## config.mk

```make
export PLATFORM = sky130hd
export DESIGN_NAME = key_scan
export DESIGN_NICKNAME = d
export VERILOG_FILES = /design/src/rtl/key_scan.sv
export SDC_FILE = /design/constraint.sdc
export NUM_CORES = 1
export LEC_CHECK = 0
export ABC_AREA = 0
export CAP_MARGIN = 20
export CORE_ASPECT_RATIO = 0.75
export CORE_MARGIN = 10
export CORE_UTILIZATION = 35
export CTS_BUF_LIST = sky130_fd_sc_hd__clkbuf_4
export DETAILED_ROUTE_END_ITERATION = 6
export PLACE_DENSITY_LB_ADDON = 0.3
export SLEW_MARGIN = 15
export SYNTH_ARGS = -nofsm -noshare
export SYNTH_HDL_FRONTEND = slang
export SYNTH_SLANG_ARGS = --single-unit
```

## constraint.sdc

```tcl
create_clock -name clk -period 1.8 [get_ports clk]
set_input_delay 0.54 -clock clk [delete_from_list [all_inputs] [get_ports clk]]
set_output_delay 0.54 -clock clk [all_outputs]
set_load 0.005 [all_outputs]
```

## src/rtl/key_scan.sv

```systemverilog
// rtl/key_scan.sv - 4x4 scanned keypad reader with frame debounce and one-entry key buffer
module key_scan #(
  parameter int SCAN_DIV = 1000,
  parameter int DEBOUNCE = 3
) (
  input  logic        clk,
  input  logic        rst_n,
  input  logic [3:0]  col_i,
  output logic [3:0]  row_o,
  output logic [3:0]  key_code,
  output logic        key_valid,
  input  logic        key_ack,
  output logic        overrun,
  output logic        key_down,
  output logic [15:0] pressed_map
);

  localparam int DIV_W = (SCAN_DIV > 2) ? $clog2(SCAN_DIV) : 1;

  logic [DIV_W-1:0] div;
  logic [1:0]       r;
  logic [15:0]      frame;
  logic [15:0]      prev_frame;
  logic [3:0]       stable_cnt;
  logic             frame_end_d;
  logic             press_pend;
  logic [3:0]       pend_code;

  logic             tick;
  logic [15:0]      full_frame;
  logic [15:0]      new_bits;
  logic [3:0]       lowest;

  assign tick       = (div == DIV_W'(SCAN_DIV - 1));
  assign row_o      = ~(4'b0001 << r);
  // The last row is still being sampled on the frame-end edge, so splice it in directly.
  assign full_frame = {~col_i, frame[11:0]};
  assign new_bits   = prev_frame & ~pressed_map;

  always_comb begin
    lowest = 4'd0;
    for (int i = 15; i >= 0; i--) begin
      if (new_bits[i]) lowest = 4'(i);
    end
  end

  always_ff @(posedge clk) begin
    if (!rst_n) begin
      div         <= '0;
      r           <= 2'd0;
      frame       <= 16'd0;
      prev_frame  <= 16'd0;
      stable_cnt  <= 4'd0;
      frame_end_d <= 1'b0;
      press_pend  <= 1'b0;
      pend_code   <= 4'd0;
      pressed_map <= 16'd0;
      key_down    <= 1'b0;
      key_code    <= 4'd0;
      key_valid   <= 1'b0;
      overrun     <= 1'b0;
    end else begin
      div         <= tick ? '0 : div + DIV_W'(1);
      frame_end_d <= tick && (r == 2'd3);

      if (tick) begin
        frame[{r, 2'b00} +: 4] <= ~col_i;
        r <= r + 2'd1;
        if (r == 2'd3) begin
          prev_frame <= full_frame;
          if (full_frame != prev_frame)
            stable_cnt <= 4'd0;
          else if (stable_cnt != 4'(DEBOUNCE))
            stable_cnt <= stable_cnt + 4'd1;
        end
      end

      press_pend <= 1'b0;
      if (frame_end_d && stable_cnt == 4'(DEBOUNCE) && prev_frame != pressed_map) begin
        pressed_map <= prev_frame;
        key_down    <= |prev_frame;
        press_pend  <= |new_bits;
        pend_code   <= lowest;
      end

      // One-entry buffer: an ack on the same edge as a press hands over without a gap.
      if (press_pend) begin
        if (!key_valid) begin
          key_code  <= pend_code;
          key_valid <= 1'b1;
        end else if (key_ack) begin
          key_code  <= pend_code;
          overrun   <= 1'b0;
        end else begin
          overrun   <= 1'b1;
        end
      end else if (key_valid && key_ack) begin
        key_valid <= 1'b0;
        overrun   <= 1'b0;
      end
    end
  end

endmodule

```

### Word-level counts from Yosys, hierarchy flattened

Index checks and enable logic that the tools add are counted.

* register bits after elaboration: 77
* input port bits: 7
* output and inout port bits: 27
* word-level logic and storage cells: 73

* add/sub/neg operators: 4
* equality and inequality tests: 8
* shift operators: 3
* mux-type cells: 26
* bitwise gates (word level): 5
* reduce and logical (&&, ||, !) cells: 14

Operators by type and width (count)
* $mux W4: 20
* $ne A16 B16 Y1: 2
* $reduce_or A16 Y1: 2
* $and A16 B16 Y16: 1
* $bwmux W16: 1
* $not A16 Y16: 1
* $shift A4 B6 Y16 const A: 1
* $shiftx A4 B6 Y16: 1
* $add A10 B1 Y10 const B: 1
* $eq A10 B10 Y1 const B: 1
* $not A4 Y4: 2
* $reduce_and A2 Y1: 4
* $neg A4 Y6: 1
* $mux W1: 5
* $add A4 B1 Y4 const B: 1
* $eq A4 B2 Y1 const B: 1
* $logic_and A1 B1 Y1: 4
* $ne A4 B2 Y1 const B: 1
* $reduce_bool A2 Y1: 2
* $shl A1 B2 Y4 const A: 1
* $reduce_and A3 Y1: 1
* $add A2 B1 Y2 const B: 1
* $eq A2 B2 Y1 const B: 1
* $ne A2 B1 Y1 const B: 1
* 3 further kinds: 3

### Longest topological paths before layout

Gate-level depths: netlist (run 1).

* word-level depth: 18
* mapped depth: 8
* depth with buffers taken out: 7

### Worst setup path after synthesis (run 1)

No wires, ideal clock.

* kind: flip-flop to flip-flop
* start: reg pressed_map[1]
* end: reg pressed_map[10]
* setup time: 116 ps
* data arrival time: 1686 ps
* data required time: 1684 ps
* setup slack: -2 ps
* stages on the path, launching flop included: 9
* buffers on the path: 1
* clock period less this slack: 1802 ps
* path through: dfxtp_1 inv_1 ha_1 nand4_1 nor4_2 nor2_4 buf_6 mux2i_1 nor2b_1

* longest elaborated chain between the ends: 2

Ends and longest elaborated chain
* start: declaration: RTL line 15 `output logic [15:0] pressed_map`
* start signal: assignment: RTL line 80 `pressed_map <= prev_frame;`
* $ne A16 B16 Y1: RTL line 79 `if (frame_end_d && stable_cnt == 4'(DEBOUNCE) && prev_frame != pressed_map) begin`
* $logic_and A1 B1 Y1: RTL line 79

No other way between the ends.
A chain may end at the register's enable or synchronous reset.

### Worst setup path after layout (run 1)

* start: reg prev_frame[12]
* end: reg pressed_map[3]

* longest elaborated chain between the ends: 2

Ends and longest elaborated chain
* start: declaration: RTL line 23 `logic [15:0] prev_frame;`
* start signal: assignment: RTL line 70 `prev_frame <= full_frame;`
* $ne A16 B16 Y1: RTL line 79
* $logic_and A1 B1 Y1: RTL line 79

No other way between the ends.

==> results of run 1 <==
[worst min path at each step]
stage            from  slack (ns)      to  cells after the start
2_1_floorplan  div[0]        0.43  div[0]                      1
3_3_place_gp   div[0]        0.44  div[0]                      1
3_5_place_dp   div[0]        0.45  div[0]                      1
4_1_cts         rst_n        0.43    r[1]                      2
5_1_grt         rst_n        0.44  div[2]                      2
6_report        rst_n        0.44    r[1]                      2
[cells in the mapped netlist, types with 4 or more instances]
| cell type | number |
|---|---|
| a21boi_0 | 14 |
| a21boi_1 | 10 |
| a21oi_1 | 4 |
| and3_1 | 8 |
| clkbuf_1 | 11 |
| dfxtp_1 | 73 |
| ha_1 | 23 |
| inv_1 | 26 |
| mux2i_1 | 21 |
| nand2_1 | 52 |
| nand2b_1 | 5 |
| nand3_1 | 10 |
| nand4_1 | 9 |
| nor2_1 | 19 |
| nor2b_1 | 23 |
| nor4_1 | 9 |
| o211a_1 | 5 |
| o21ai_0 | 6 |
| or3_1 | 13 |
| xnor2_1 | 15 |
| xor2_1 | 10 |
[cell type report]
type,count,area share [%]
clock inverter,5,2.04
timing repair buffer,102,17.6
multi-input combinational,289,43.4
inverter,26,2.29
tap,136,3.39
sequential,73,29.7
clock buffer,11,1.64
[through the flow]
stage	setup TNS (ns)	util, %	instances
final	-0.167	49.0	642
after global routing	-1.70	49.0	642
after CTS	-0.00750	47.7	643
after detailed placement	-1.16	44.3	615
after global placement	-0.855	44.3	615
after floorplan	0	-	404
[cell families (layout without fill, tap and decap cells)]
family | Yosys count | after routing | synth area share (%)
compound gates | 54 | 54 | 11.2
simple gates | 166 | 166 | 24.5
mux | 21 | 21 | 5.72
fa+ha+maj | 23 | 23 | 7.83
xor+xnor | 25 | 25 | 5.96
flops | 73 | 73 | 39.8
buf+inv | 42 | 144 | 4.97
[per-layer routing]
metal / share of wire (%) / vias up
met2: 42 / 73
met5: 0 / -
li1: - / 1585
met3: 6.2 / 11
met1: 51 / 1454
met4: 0.99 / 0
[registers in the layout, indices dropped and copies added, names as in the netlist]
register,flops
key_code,4
key_down,1
pressed_map,16
press_pend,1
div,10
frame,12
stable_cnt,4
overrun,1
r,2
frame_end_d,1
prev_frame,16
key_valid,1
pend_code,4
[what timing repair did]
item                                    CTS  global route
cloned                                    0             2
resized for setup                        82            28
pin swaps                                 5            18
endpoints found under the setup margin   32            48
setup buffers                            12             2
[power groups by stage]
stage | clock (mW) | sequential [mW] | combinational, mW
after detailed placement | 0 | 1.66 | 0.0896
final | 1.32 | 1.63 | 0.0900
after CTS | 1.35 | 1.63 | 0.0899
after global routing | 1.43 | 1.63 | 0.101
after floorplan | 0 | 1.66 | 0.0480
after global placement | 0 | 1.66 | 0.0885
[worst reg2reg max path, stage by stage (launching register included)]
cell	delay, ns
dfxtp_1	0.39
ha_4	0.28
nand4_1	0.15
nor4_4	0.41
nor2_4	0.12
buf_6	0.16
mux2i_1	0.16
nor2b_1	0.06
==> reports/results.tsv, run 1 <==
metric	value	unit
initial antenna violation count	0	
Clk Latency, worst-skew pair	0.43	ns
Crit path required time	2.12	ns
fin area	0.00502	mm²
Core Footprint	0.0102	mm²
Detailed Place HPWL	6890	µm
GR Layer Usage met1	16.9	%
cells on worst reg2reg path	7	
maximum vdd drop	418	µV
slack of the critical path	-0.0265	ns
first-pass GRT wire length	15600	µm
initial core utilization	35.8	%
Psw	0.634	mW
Slowest-stage cell, CP	nor4_4	
actual slew at the worst max-slew pin	0.591	ns
sequential share of power	53.5	%
Leak Pwr	2.12	nW
Root Buffer	clkbuf_4	
total iterations of the first detailed-routing run	5	
CTS Buffer Depth	2	
critical-path cell list	ha_4 -> nand4_1 -> nor4_4 -> nor2_4 -> buf_6 -> mux2i_1 -> nor2b_1	
critical path depth	7	
die width	138	µm
Synth Warn #	0	
ys async rst share	0	%
largest cells by area after synthesis	dfxtp_1 40%, ha_1 7.8%, mux2i_1 5.7%	
cell row count	32	
critical path's largest stage delay	0.40	ns
Clock transition at path regs	0.12	ns
met2 GRT Util	18.8	%
layout cells sized above 1	28.5	%
Placer Congestion	0.870	
Startpoint Class	register	
crit-path max FO	8	
Worst Clk Skew	0.0153	ns
Peak Freq	548	MHz
r2r setup slk	-0.03	ns
die area	0.0150	mm²
layout net count	531	
syn nets	434	
IO buf count	33	
element type at the critical path end	register	
WHS	0.443	ns
fin crit period	1.83	ns
pwr dens	605	mW/mm²
Critical R2R Capture	pressed_map[3]	
most area-hungry cell type in the Yosys netlist	dfxtp_1	
status	finished, violations left	
remaining antenna violation count	0	
CTS tree	done	
Hold-fix buffers, CTS	0	
register area share after synthesis	39.8	%
GR Layer Usage met3	3.78	%
Reg-to-Reg Start	prev_frame[12]	
DR WL/cell	14.4	µm
I/O Pins	34	
clock sink count	73	
count of state elements after synthesis	73	
launch point of the critical path	prev_frame[12]	
Fin. Hold Viols	0	
Main synth FF type	dfxtp_1	
die height	109	µm
Syn Inst Count	404	
register area	0.00149	mm²
Overall Power	3.04	mW
Num CTS Buffers	9	
most used routing layer	met2	
Via-to-Cell Ratio	4.86	
RSZ-0062 raised after global routing	yes	
Switching Share	20.9	%
Synth Cell Area	0.00367	mm²
P&R area growth vs syn	36.7	%
CP Buf/Inv Count	1	
largest net degree at the start of global routing	39	
commonest non-fill, non-tap cell in the layout	buf_4	
post-synthesis average cell area	9.09	µm²
Synth cell types	44	
final setup violation count	14	
DR vias	3123	
Post-synth EDFFs	0	
initial detailed-routing violation count	191	
Congestion Overflow GR	0	
max_cap viols	0	
Post-DP Area	0.00454	mm²
CTS H-tree lvls	3	
Total Routing Usage GR	12.5	%
Hold Crit Class	input port to register	
area taken by multi-input logic gates	0.00218	mm²
Pint	2.40	mW
Inserted Diodes	0	
commonest cells after routing, fill and taps aside	60 x buf_4, 51 x nand2_1, 51 x dfxtp_1	
fillcell total	963	
clock network fraction of design power	43.5	%
final WL	9220	µm
critical path class	register to register	
fin. max-slew vios	0	
arrival time at the worst endpoint	2.15	ns
crit path to	pressed_map[3]	
combinational group share of total power	3.0	%
family with the most delay on the worst path	simple AND/OR/NAND/NOR gates	
Tcrit/Tclk final	101	%
Slew headroom	60.3	%
share of the synthesized area in the top cell type	39.8	%
worst slack at placement	-0.319	ns
vias in the first global route	3073	
DRC Markers	0	
failing checks	setup timing	
Note: power is estimated with default switching activity, not from simulation.
==> run 2, diff against run 1 <==
CAP_MARGIN = 40   (was 20)
==> results of run 2 <==
Final layout, timing and power as in run 1 (identical DEF).
